File: config.mk
export PLATFORM = sky130hd
export DESIGN_NAME = fpadd_share_ctrl_flat
export DESIGN_NICKNAME = d
export VERILOG_FILES = /design/src/rtl/fpadd_share_ctrl_if.sv /design/src/rtl/fpadd_share_ctrl.sv /design/src/flat_wrapper.sv
export SDC_FILE = /design/constraint.sdc
export NUM_CORES = 1
export LEC_CHECK = 0
export ABC_CLOCK_PERIOD_IN_PS = 6100
export BUFFER_PORTS_ARGS = -buffer_cell sky130_fd_sc_hd__buf_2
export CAP_MARGIN = 15
export CORE_AREA = 5 5 156 158
export DETAILED_ROUTE_END_ITERATION = 16
export DIE_AREA = 0 0 161 163
export PLACE_DENSITY = 0.69
export SETUP_SLACK_MARGIN = 0.5
export SYNTH_ARGS = -nofsm -noshare
export SYNTH_HDL_FRONTEND = slang
export SYNTH_SLANG_ARGS = --single-unit
File: constraint.sdc
create_clock -name clk -period 6.1 [get_ports clk]
set_input_delay 0.915 -clock clk [delete_from_list [all_inputs] [get_ports clk]]
set_output_delay 0.915 -clock clk [all_outputs]
set_load 0.03 [all_outputs]
File: src/rtl/fpadd_share_ctrl_if.sv
// fpadd_share_ctrl_if: requester, shared-unit and result signals of the FP32 add share controller.
// The controller connects through the slave modport. The environment (requesters, the shared
// shift-add unit and the result consumer) connects through the master modport.
interface fpadd_share_ctrl_if #(
  parameter int unsigned NUM_REQ = 4,
  parameter int unsigned ID_W    = $clog2(NUM_REQ)
);
  // Requester side
  logic [NUM_REQ-1:0]    req_valid;
  logic [NUM_REQ-1:0]    req_ready;
  logic [32*NUM_REQ-1:0] req_a;
  logic [32*NUM_REQ-1:0] req_b;
  logic [NUM_REQ-1:0]    req_op;

  // Shared shift-add unit controls and result
  logic        au_mode;
  logic        au_comp;
  logic        au_magcheck;
  logic        au_zero;
  logic        au_a_sign;
  logic        au_b_sign;
  logic [7:0]  au_big_exp;
  logic [7:0]  au_small_exp;
  logic [23:0] au_big_man;
  logic [23:0] au_small_man;
  logic [31:0] au_result;

  // Result side
  logic            res_valid;
  logic            res_ready;
  logic [31:0]     res_data;
  logic [ID_W-1:0] res_id;

  modport slave (
    input  req_valid, req_a, req_b, req_op, au_result, res_ready,
    output req_ready, au_mode, au_comp, au_magcheck, au_zero, au_a_sign, au_b_sign,
           au_big_exp, au_small_exp, au_big_man, au_small_man,
           res_valid, res_data, res_id
  );

  modport master (
    output req_valid, req_a, req_b, req_op, au_result, res_ready,
    input  req_ready, au_mode, au_comp, au_magcheck, au_zero, au_a_sign, au_b_sign,
           au_big_exp, au_small_exp, au_big_man, au_small_man,
           res_valid, res_data, res_id
  );
endinterface

File: src/rtl/fpadd_share_ctrl.sv
// fpadd_share_ctrl: round-robin arbiter and two-stage sequencer sharing one combinational FP32
// shift-add unit among NUM_REQ requesters.
//   S0: round-robin grant over req_valid starting at rr_ptr.
//   S1: operand register; pre-orders big/small fields and drives the au_* controls.
//   S2: result register; resolves zero-operand cases around the shared unit.
// Build macro FPADD_SHARE_CTRL_STATS_EN adds a 16-bit op_count port counting S0 handshakes.
module fpadd_share_ctrl #(
  parameter int unsigned NUM_REQ = 4,
  parameter int unsigned ID_W    = $clog2(NUM_REQ)
) (
  input  logic               clk,
  input  logic               rst_n,
  fpadd_share_ctrl_if.slave  bus
`ifdef FPADD_SHARE_CTRL_STATS_EN
  ,
  output logic [15:0]        op_count
`endif
);

  // One extra bit so rr_ptr + offset can be wrapped for non-power-of-two NUM_REQ.
  localparam int unsigned    PW        = ID_W + 1;
  localparam logic [PW-1:0]  NUM_REQ_P = PW'(NUM_REQ);
  localparam logic [ID_W-1:0] LAST_ID  = ID_W'(NUM_REQ - 1);

  // ---------------------------------------------------------------------------------------------
  // State
  // ---------------------------------------------------------------------------------------------
  logic [ID_W-1:0] rr_ptr_q;

  logic            s1_valid_q;
  logic [31:0]     s1_a_q;
  logic [31:0]     s1_b_q;
  logic            s1_op_q;
  logic [ID_W-1:0] s1_id_q;

  logic            s2_valid_q;
  logic [31:0]     s2_data_q;
  logic [ID_W-1:0] s2_id_q;

  // ---------------------------------------------------------------------------------------------
  // Flow control
  // ---------------------------------------------------------------------------------------------
  logic            s1_load;
  logic            s2_load;
  logic            grant_found;
  logic [ID_W-1:0] grant_id;
  logic [PW-1:0]   grant_sum;
  logic            handshake;

  // Stage enables: a full S2 stalls everything behind it while res_ready is low.
  always_comb begin
    s2_load   = ~s2_valid_q | bus.res_ready;
    s1_load   = ~s1_valid_q | s2_load;
    handshake = grant_found & s1_load;
  end

  // Round-robin search: first valid requester at or after rr_ptr, wrapping modulo NUM_REQ.
  always_comb begin
    grant_found = 1'b0;
    grant_id    = '0;
    grant_sum   = '0;
    for (int k = 0; k < NUM_REQ; k++) begin
      grant_sum = {1'b0, rr_ptr_q} + PW'(k);
      if (grant_sum >= NUM_REQ_P) begin
        grant_sum = grant_sum - NUM_REQ_P;
      end
      if (!grant_found && bus.req_valid[grant_sum[ID_W-1:0]]) begin
        grant_found = 1'b1;
        grant_id    = grant_sum[ID_W-1:0];
      end
    end
  end

  // One-hot accept to the winner; held low during reset so no requester sees a false accept.
  always_comb begin
    bus.req_ready = '0;
    if (rst_n && handshake) begin
      bus.req_ready[grant_id] = 1'b1;
    end
  end

  // Pointer moves past the winner on every handshake.
  always_ff @(posedge clk or negedge rst_n) begin
    if (!rst_n) begin
      rr_ptr_q <= '0;
    end else if (handshake) begin
      rr_ptr_q <= (grant_id == LAST_ID) ? '0 : grant_id + 1'b1;
    end
  end

  // ---------------------------------------------------------------------------------------------
  // S1: operand register
  // ---------------------------------------------------------------------------------------------
  // Capture the winner's operands; S1 empties when it hands off without a new grant.
  always_ff @(posedge clk or negedge rst_n) begin
    if (!rst_n) begin
      s1_valid_q <= 1'b0;
      s1_a_q     <= '0;
      s1_b_q     <= '0;
      s1_op_q    <= 1'b0;
      s1_id_q    <= '0;
    end else if (s1_load) begin
      s1_valid_q <= handshake;
      if (handshake) begin
        s1_a_q  <= bus.req_a[32*grant_id +: 32];
        s1_b_q  <= bus.req_b[32*grant_id +: 32];
        s1_op_q <= bus.req_op[grant_id];
        s1_id_q <= grant_id;
      end
    end
  end

  logic [30:0] a_mag;
  logic [30:0] b_mag;
  logic        esub;
  logic        a_gt;
  logic        mag_eq;
  logic        a_exp_zero;
  logic        b_exp_zero;
  logic [30:0] big_op;
  logic [30:0] small_op;

  // Magnitude ordering of the S1 operands; equal magnitudes pick B, which is equivalent.
  always_comb begin
    a_mag      = s1_a_q[30:0];
    b_mag      = s1_b_q[30:0];
    esub       = s1_a_q[31] ^ s1_b_q[31] ^ s1_op_q;
    a_gt       = a_mag > b_mag;
    mag_eq     = a_mag == b_mag;
    a_exp_zero = s1_a_q[30:23] == 8'd0;
    b_exp_zero = s1_b_q[30:23] == 8'd0;
    big_op     = a_gt ? a_mag : b_mag;
    small_op   = a_gt ? b_mag : a_mag;
  end

  // Shared-unit controls, forced to zero whenever S1 holds nothing.
  always_comb begin
    bus.au_mode      = s1_valid_q & s1_op_q;
    bus.au_comp      = s1_valid_q & a_gt;
    bus.au_magcheck  = s1_valid_q & mag_eq & ~esub;
    bus.au_zero      = s1_valid_q & mag_eq & esub;
    bus.au_a_sign    = s1_valid_q & s1_a_q[31];
    bus.au_b_sign    = s1_valid_q & s1_b_q[31];
    bus.au_big_exp   = '0;
    bus.au_small_exp = '0;
    bus.au_big_man   = '0;
    bus.au_small_man = '0;
    if (s1_valid_q) begin
      bus.au_big_exp   = big_op[30:23];
      bus.au_small_exp = small_op[30:23];
      bus.au_big_man   = {big_op[30:23] != 8'd0, big_op[22:0]};
      bus.au_small_man = {small_op[30:23] != 8'd0, small_op[22:0]};
    end
  end

  // ---------------------------------------------------------------------------------------------
  // S2: result register
  // ---------------------------------------------------------------------------------------------
  logic [31:0] s1_result;

  // Exact cancellation and zero/subnormal operands bypass the shared unit.
  always_comb begin
    if (mag_eq && esub) begin
      s1_result = 32'h0000_0000;
    end else if (a_exp_zero && !b_exp_zero) begin
      s1_result = {s1_b_q[31] ^ s1_op_q, s1_b_q[30:0]};
    end else if (b_exp_zero && !a_exp_zero) begin
      s1_result = s1_a_q;
    end else if (a_exp_zero && b_exp_zero) begin
      s1_result = 32'h0000_0000;
    end else begin
      s1_result = bus.au_result;
    end
  end

  // Result register; a pop and a fresh S1 transfer in the same cycle leave no bubble.
  always_ff @(posedge clk or negedge rst_n) begin
    if (!rst_n) begin
      s2_valid_q <= 1'b0;
      s2_data_q  <= '0;
      s2_id_q    <= '0;
    end else if (s2_load) begin
      s2_valid_q <= s1_valid_q;
      if (s1_valid_q) begin
        s2_data_q <= s1_result;
        s2_id_q   <= s1_id_q;
      end
    end
  end

  // Result outputs come straight from S2, so they hold while stalled.
  always_comb begin
    bus.res_valid = s2_valid_q;
    bus.res_data  = s2_data_q;
    bus.res_id    = s2_id_q;
  end

`ifdef FPADD_SHARE_CTRL_STATS_EN
  // Handshake counter; wraps from 0xFFFF to 0.
  always_ff @(posedge clk or negedge rst_n) begin
    if (!rst_n) begin
      op_count <= '0;
    end else if (handshake) begin
      op_count <= op_count + 16'd1;
    end
  end
`endif

endmodule

File: src/flat_wrapper.sv
// flat-port wrapper written by rule: the top's interface ports become plain ports
module fpadd_share_ctrl_flat 
#(
  parameter int unsigned NUM_REQ = 4,
  parameter int unsigned ID_W    = $clog2(NUM_REQ)
)
  (clk, rst_n, bus_req_valid, bus_req_a, bus_req_b, bus_req_op, bus_au_result, bus_res_ready, bus_req_ready, bus_au_mode, bus_au_comp, bus_au_magcheck, bus_au_zero, bus_au_a_sign, bus_au_b_sign, bus_au_big_exp, bus_au_small_exp, bus_au_big_man, bus_au_small_man, bus_res_valid, bus_res_data, bus_res_id);
  fpadd_share_ctrl_if #(.NUM_REQ(NUM_REQ), .ID_W(ID_W)) bus_i ();
  input  logic clk;
  input  logic rst_n;
  input wire logic [$bits(bus_i.req_valid)-1:0] bus_req_valid;
  input wire logic [$bits(bus_i.req_a)-1:0] bus_req_a;
  input wire logic [$bits(bus_i.req_b)-1:0] bus_req_b;
  input wire logic [$bits(bus_i.req_op)-1:0] bus_req_op;
  input wire logic [$bits(bus_i.au_result)-1:0] bus_au_result;
  input wire logic [$bits(bus_i.res_ready)-1:0] bus_res_ready;
  output wire logic [$bits(bus_i.req_ready)-1:0] bus_req_ready;
  output wire logic [$bits(bus_i.au_mode)-1:0] bus_au_mode;
  output wire logic [$bits(bus_i.au_comp)-1:0] bus_au_comp;
  output wire logic [$bits(bus_i.au_magcheck)-1:0] bus_au_magcheck;
  output wire logic [$bits(bus_i.au_zero)-1:0] bus_au_zero;
  output wire logic [$bits(bus_i.au_a_sign)-1:0] bus_au_a_sign;
  output wire logic [$bits(bus_i.au_b_sign)-1:0] bus_au_b_sign;
  output wire logic [$bits(bus_i.au_big_exp)-1:0] bus_au_big_exp;
  output wire logic [$bits(bus_i.au_small_exp)-1:0] bus_au_small_exp;
  output wire logic [$bits(bus_i.au_big_man)-1:0] bus_au_big_man;
  output wire logic [$bits(bus_i.au_small_man)-1:0] bus_au_small_man;
  output wire logic [$bits(bus_i.res_valid)-1:0] bus_res_valid;
  output wire logic [$bits(bus_i.res_data)-1:0] bus_res_data;
  output wire logic [$bits(bus_i.res_id)-1:0] bus_res_id;
  assign bus_i.req_valid = bus_req_valid;
  assign bus_i.req_a = bus_req_a;
  assign bus_i.req_b = bus_req_b;
  assign bus_i.req_op = bus_req_op;
  assign bus_i.au_result = bus_au_result;
  assign bus_i.res_ready = bus_res_ready;
  assign bus_req_ready = bus_i.req_ready;
  assign bus_au_mode = bus_i.au_mode;
  assign bus_au_comp = bus_i.au_comp;
  assign bus_au_magcheck = bus_i.au_magcheck;
  assign bus_au_zero = bus_i.au_zero;
  assign bus_au_a_sign = bus_i.au_a_sign;
  assign bus_au_b_sign = bus_i.au_b_sign;
  assign bus_au_big_exp = bus_i.au_big_exp;
  assign bus_au_small_exp = bus_i.au_small_exp;
  assign bus_au_big_man = bus_i.au_big_man;
  assign bus_au_small_man = bus_i.au_small_man;
  assign bus_res_valid = bus_i.res_valid;
  assign bus_res_data = bus_i.res_data;
  assign bus_res_id = bus_i.res_id;
  fpadd_share_ctrl #(.NUM_REQ(NUM_REQ), .ID_W(ID_W)) u_core (.clk(clk), .rst_n(rst_n), .bus(bus_i));
endmodule
== Word-level counts from Yosys, hierarchy flattened ==
Cells that the tools add are included.

* Register bits after elaboration: 105
* Input port bits: 299
* Logic and storage cells: 104

* Add/subtract/negate cells: 8
* Magnitude comparators: 11
* Equality and inequality tests: 2
* Shift-type cells: 2
* Mux-type cells: 36
* Bitwise logic cells: 16
* Reductions and logical operators: 20

{| class="wikitable"
|+ Operators with widths
! cell !! count
|-
| variable part select 128 x 8 -> 32 bit || 2
|-
| two-way mux 32 bit || 4
|-
| two-way mux 31 bit || 2
|-
| two-way mux 24 bit || 2
|-
| == test 31 bit || 1
|-
| greater-than comparator 31 bit || 1
|-
| two-way mux 2 bit || 9
|-
| zero test 8 bit || 2
|-
| two-way mux 8 bit || 2
|-
| nonzero test 8 bit || 2
|-
| < comparator 2 x 3 -> 1 bit, second input constant || 5
|-
| binary-select mux 1 bit (select 2 bit) || 5
|-
| two-way mux 1 bit || 10
|-
| >= comparator 3 bit, second input constant || 3
|-
| logical AND 1 bit || 9
|-
| bitwise AND 1 bit || 8
|-
| subtractor 2 x 1 -> 2 bit, second input constant || 4
|-
| adder 2 x 2 -> 3 bit, second input constant || 2
|-
| zero test 1 bit || 5
|-
| two-way mux 4 bit || 1
|-
| AND reduction 2 bit || 2
|-
| adder 2 x 1 -> 3 bit, second input constant || 1
|-
| >= comparator 2 x 3 -> 1 bit, second input constant || 1
|-
| NOT 1 bit || 3
|-
| 6 further kinds || 9
|}

== Depth between registers and ports, before layout ==
* Depth after elaboration: 19
* Depth in mapped cells: 10
* Mapped depth without buffers: 8

== Worst setup path after synthesis ==
OpenSTA, ideal clock, no wires.

* Path type: reg2out
* From: register u_core.s1_b_q[24]
* To: output bus_au_big_man[0]
* Arrival: 2.522 ns
* Data required time: 5.185 ns
* Path slack: 2.663 ns
* Cell stages (with the launch flop): 11
* Buffers on the path: 2
* Cells stage by stage: dfrtp_1 inv_1 ha_1 nand4_1 or3_1 or2_0 a311oi_1 a21oi_1 buf_6 buf_6 mux2i_1

* Word-level cells in the longest chain between the ends: 3

{| class="wikitable"
|+ Ends and longest elaborated chain
! item !! line !! text
|-
| start: declaration || fpadd_share_ctrl.sv:32 || <nowiki>logic [31:0] s1_b_q;</nowiki>
|-
| start signal: assignment || fpadd_share_ctrl.sv:106 || <nowiki>s1_b_q <= bus.req_b[32*grant_id +: 32];</nowiki>
|-
| greater-than comparator 31 bit || fpadd_share_ctrl.sv:128 || <nowiki>a_gt = a_mag > b_mag;</nowiki>
|-
| two-way mux 31 bit || fpadd_share_ctrl.sv:132 || <nowiki>big_op = a_gt ? a_mag : b_mag;</nowiki>
|-
| two-way mux 24 bit || fpadd_share_ctrl.sv:148 || <nowiki>if (s1_valid_q) begin</nowiki>
|-
| end: declaration || flat_wrapper.sv:26 || <nowiki>output wire logic [$bits(bus_i.au_big_man)-1:0] bus_au_big_man;</nowiki>
|}

Every way passes these cells.

== Final worst setup path ==
* From: register u_core.s1_b_q[14]
* To: output bus_au_big_exp[3]

* Word-level cells in the longest chain between the ends: 3

{| class="wikitable"
|+ Ends and longest elaborated chain
! item !! line !! text
|-
| greater-than comparator 31 bit || fpadd_share_ctrl.sv:128 ||
|-
| two-way mux 31 bit || fpadd_share_ctrl.sv:132 ||
|-
| two-way mux 8 bit || fpadd_share_ctrl.sv:148 ||
|-
| end: declaration || flat_wrapper.sv:24 || <nowiki>output wire logic [$bits(bus_i.au_big_exp)-1:0] bus_au_big_exp;</nowiki>
|}

Every way passes these cells.

==> summary.md <==
| Metric | Value |
|---|---|
| DRT iter0 DRCs | 552 |
| Met1 Use GR | 28.0% |
| Max_cap viols | 0 |
| Top cells by count, synth | 201 x mux2i_1, 153 x nand2_1, 105 x dfrtp_1, 82 x nor2_1, 70 x a21oi_1 |
| Static Leak | 5.64 nW |
| Combinational share of power | 68.3% |
| Die Y-Extent | 163 um |
| Hold Path Class | reg -> reg |
| Internal | 2.82 mW |
| Yosys warnings | 0 |
| Pre-antenna DRT Iters | 5 |
| Fin crit share | 81.1% |
| Fin util | 45.9% |
| Top-area cell type share of the netlist area | 32.8% |
| Final cell count without fillers | 1575 |
| Core area | 0.0230 mm2 |
| Worst reg-to-reg path cell count | 8 |
| Clock Sinks | 105 |
| Total GRT Usage | 21.9% |
| Yosys reg bits | 105 |
| Design area | 0.0106 mm2 |
| Bufs on Longest Clock Path | 2 |
| Routed len/inst | 19.2 um |
| Filler cell count | 2253 |
| Area share of xor/xnor cells in the synthesized design | 0.218% |
| Switch Pwr | 3.23 mW |
| Layout Skew | 0.0168 ns |
| PwrDens | 573 mW/mm2 |
| Count leader, synth | mux2i_1 |
| Area of the multi-input gates | 0.00496 mm2 |
| TritonCTS clock tree | yes |
| Fin. max-slew vios | 0 |
| Setup-failing EPs final | 0 |
| Post-synthesis sequential area ratio | 32.8% |
| Worst EP arrival | 4.03 ns |
| Clock share of power | 11.0% |
| Count of flip-flops with a built-in enable after synthesis | 0 |
| DRC | 0 |
| Sequential Power Share | 20.7% |
| Post-DP HPWL | 23400 um |
| Slew of the pin with the lowest slew margin | 1.16 ns |
| Root buf cell | clkbuf_16 |
| Run status | complete, no violations |
| Mapped Area | 0.00802 mm2 |
| Relative slew slack | 22.2% |
| Clk Latency, worst-skew pair | 0.35 ns |
| Switching part of the total | 53.4% |
| Gate Count Post-Synth | 920 |
| Fin Hold WS | 0.483 ns |
| Clock slew at reported path FFs | 0.07 ns |
| Initial antenna violation count | 1 |
| F_max | 202 MHz |
| Initial Utilization | 34.9% |
| Crit path max fanout | 22 |
| Area leader, netlist | dfrtp_1 |
| Post CTS Setup Buffer Count | 0 |
| Post-synthesis mux area share | 25.4% |
| Input/output buffers | 407 |
| Layout cells sized above 1 | 35.0% |
| RSZ-0062 raised after global routing | false |
| Synth Net Count | 1254 |
| H-tree Lvls | 3 |
| Die footprint | 0.0262 mm2 |
| Post-CTS Resized | 0 |
| Met3 Track Usage GR | 4.45% |
| GRT overflow | 0 |
| Cells after DPL | 1558 |
| Post-Place Setup Slack | 1.39 ns |
| Total power | 6.05 mW |
| Post-synthesis simple-gate area fraction | 14.2% |
| CTS hold repair buffers | 0 |
| GR peak layer | met2 |
| Final min period | 4.95 ns |
| Hold Path Stages | 2 |
| Mean post-synth cell area | 8.71 um2 |
| Crit Path Class | reg -> out |
| Vias in the first global route | 8525 |
| I/O pins | 408 |
| Routability-driven placement congestion ratio | 0.875 |
| Antenna Nets Post-Route | 0 |
| Register area | 0.00263 mm2 |
| CP endpoint kind | primary output |
| Maximum number of pins on one net before global-route repair | 73 |
| First-pass GRT wire length | 46400 um |
| Layout Nets | 1613 |
| Compound-Gate Fraction of Synth Area | 15.7% |
| Placed Instance Area | 0.0102 mm2 |
| Setup TNS | 0 ns |
| Routed vias/inst | 5.39 |
| Vias | 8483 |
| Ys async rst share | 100% |
| Syn-to-layout area delta | 31.7% |
| Main combinational cell family by area after synthesis | multiplexers |
| # rows | 56 |
| Die W | 161 um |
| CP required | 5.18 ns |
| Synth unique cells | 43 |
| Total Wirelength | 30300 um |
| Largest cells by area after synthesis | dfrtp_1 33%, mux2i_1 25%, nand2_1 7.2% |
| Worst setup SP type | flip-flop |
| Met2 Use GR | 38.1% |
| Num CTS Buffers | 9 |
| Synth Area in Adders | 5.46% |
| Peak supply drop | 0.379 mV |
| Most common flop cell mapped by yosys | dfrtp_1 |
| Final hold violations | 0 |
| Worst Setup Slack, final | 1.15 ns |
[layout make-up]
cell class                 count  share of cell area, %
timing repair buffer         417                   20.1
clock buffer                   9                   2.13
sequential                   105                   24.9
inverter                      37                   1.32
antenna                        1                 0.0237
tap                          290                   3.44
clock inverter                 7                   1.04
multi-input combinational    709                   47.0
[critical path, stage by stage, from the launching register on]
cell	delay, ns
dfrtp_1	0.43
inv_1	0.07
ha_1	0.29
and3_1	0.20
nand4_1	0.19
nor3_1	0.51
nand2_1	0.26
a21oi_4	0.73
buf_4	0.48
mux2i_1	0.26
buf_2	0.23
[layer usage]
metal / vias to the layer above / wire length, um
met4: 0 / 576
li1: 4022 / -
met2: 366 / 15000
met1: 4057 / 12500
met3: 38 / 2250
met5: - / 0
[final timing paths]
kind	from	end	slack, ns
min in group asynchronous	rst_n	u_core.s1_a_q[30]$_DFFE_PN0P_	0.58
hold / removal	u_core.bus.res_data[20]$_DFFE_PN0P_	u_core.bus.res_data[20]$_DFFE_PN0P_	0.48
max in group asynchronous	rst_n	u_core.s1_b_q[16]$_DFFE_PN0P_	4.28
setup reg to reg	u_core.s1_b_q[14]$_DFFE_PN0P_	u_core.bus.res_data[26]$_DFFE_PN0P_	2.96
setup / recovery	u_core.s1_b_q[14]$_DFFE_PN0P_	bus_au_big_exp[3]	1.15
hold reg to reg	u_core.bus.res_data[20]$_DFFE_PN0P_	u_core.bus.res_data[20]$_DFFE_PN0P_	0.48
[registers in the layout, indices dropped and copies added (netlist names)]
name                  flops
u_core.s1_id_q            2
u_core.bus.res_id         2
u_core.s1_b_q            32
u_core.s1_valid_q         1
u_core.bus.res_data      32
u_core.s1_op_q            1
u_core.rr_ptr_q           2
u_core.s1_a_q            32
u_core.bus.res_valid      1
[power by group through the flow]
stage | clock [mW] | combinational (mW) | sequential, mW
finish | 0.664 | 4.13 | 1.25
global route | 0.706 | 4.44 | 1.28
floorplan | 0 | 3.09 | 1.20
detailed placement | 0 | 4.14 | 1.25
global placement | 0 | 4.09 | 1.24
CTS | 0.686 | 4.16 | 1.24
[cell families (layout without fill, tap and decap cells)]
family	count (synthesis)	after routing
DFF	105	105
muxes	203	203
xor gates and xnor gates	2	2
and+or+nand+nor	275	275
buffers and inverters	106	470
AOI/OAI and AO/OA	194	194
adders and majority gates	35	35
other	0	1
[cells in the final DEF, fill, tap and decap left out, types with 10 or more instances in the layout]
master,count
buf_2,406
mux2i_1,201
nand2_1,152
dfrtp_1,104
nor2_1,80
a21oi_1,68
a221oi_1,65
inv_1,35
ha_1,35
o21ai_1,34
buf_4,10
Note: power is estimated with default switching activity, not from simulation.
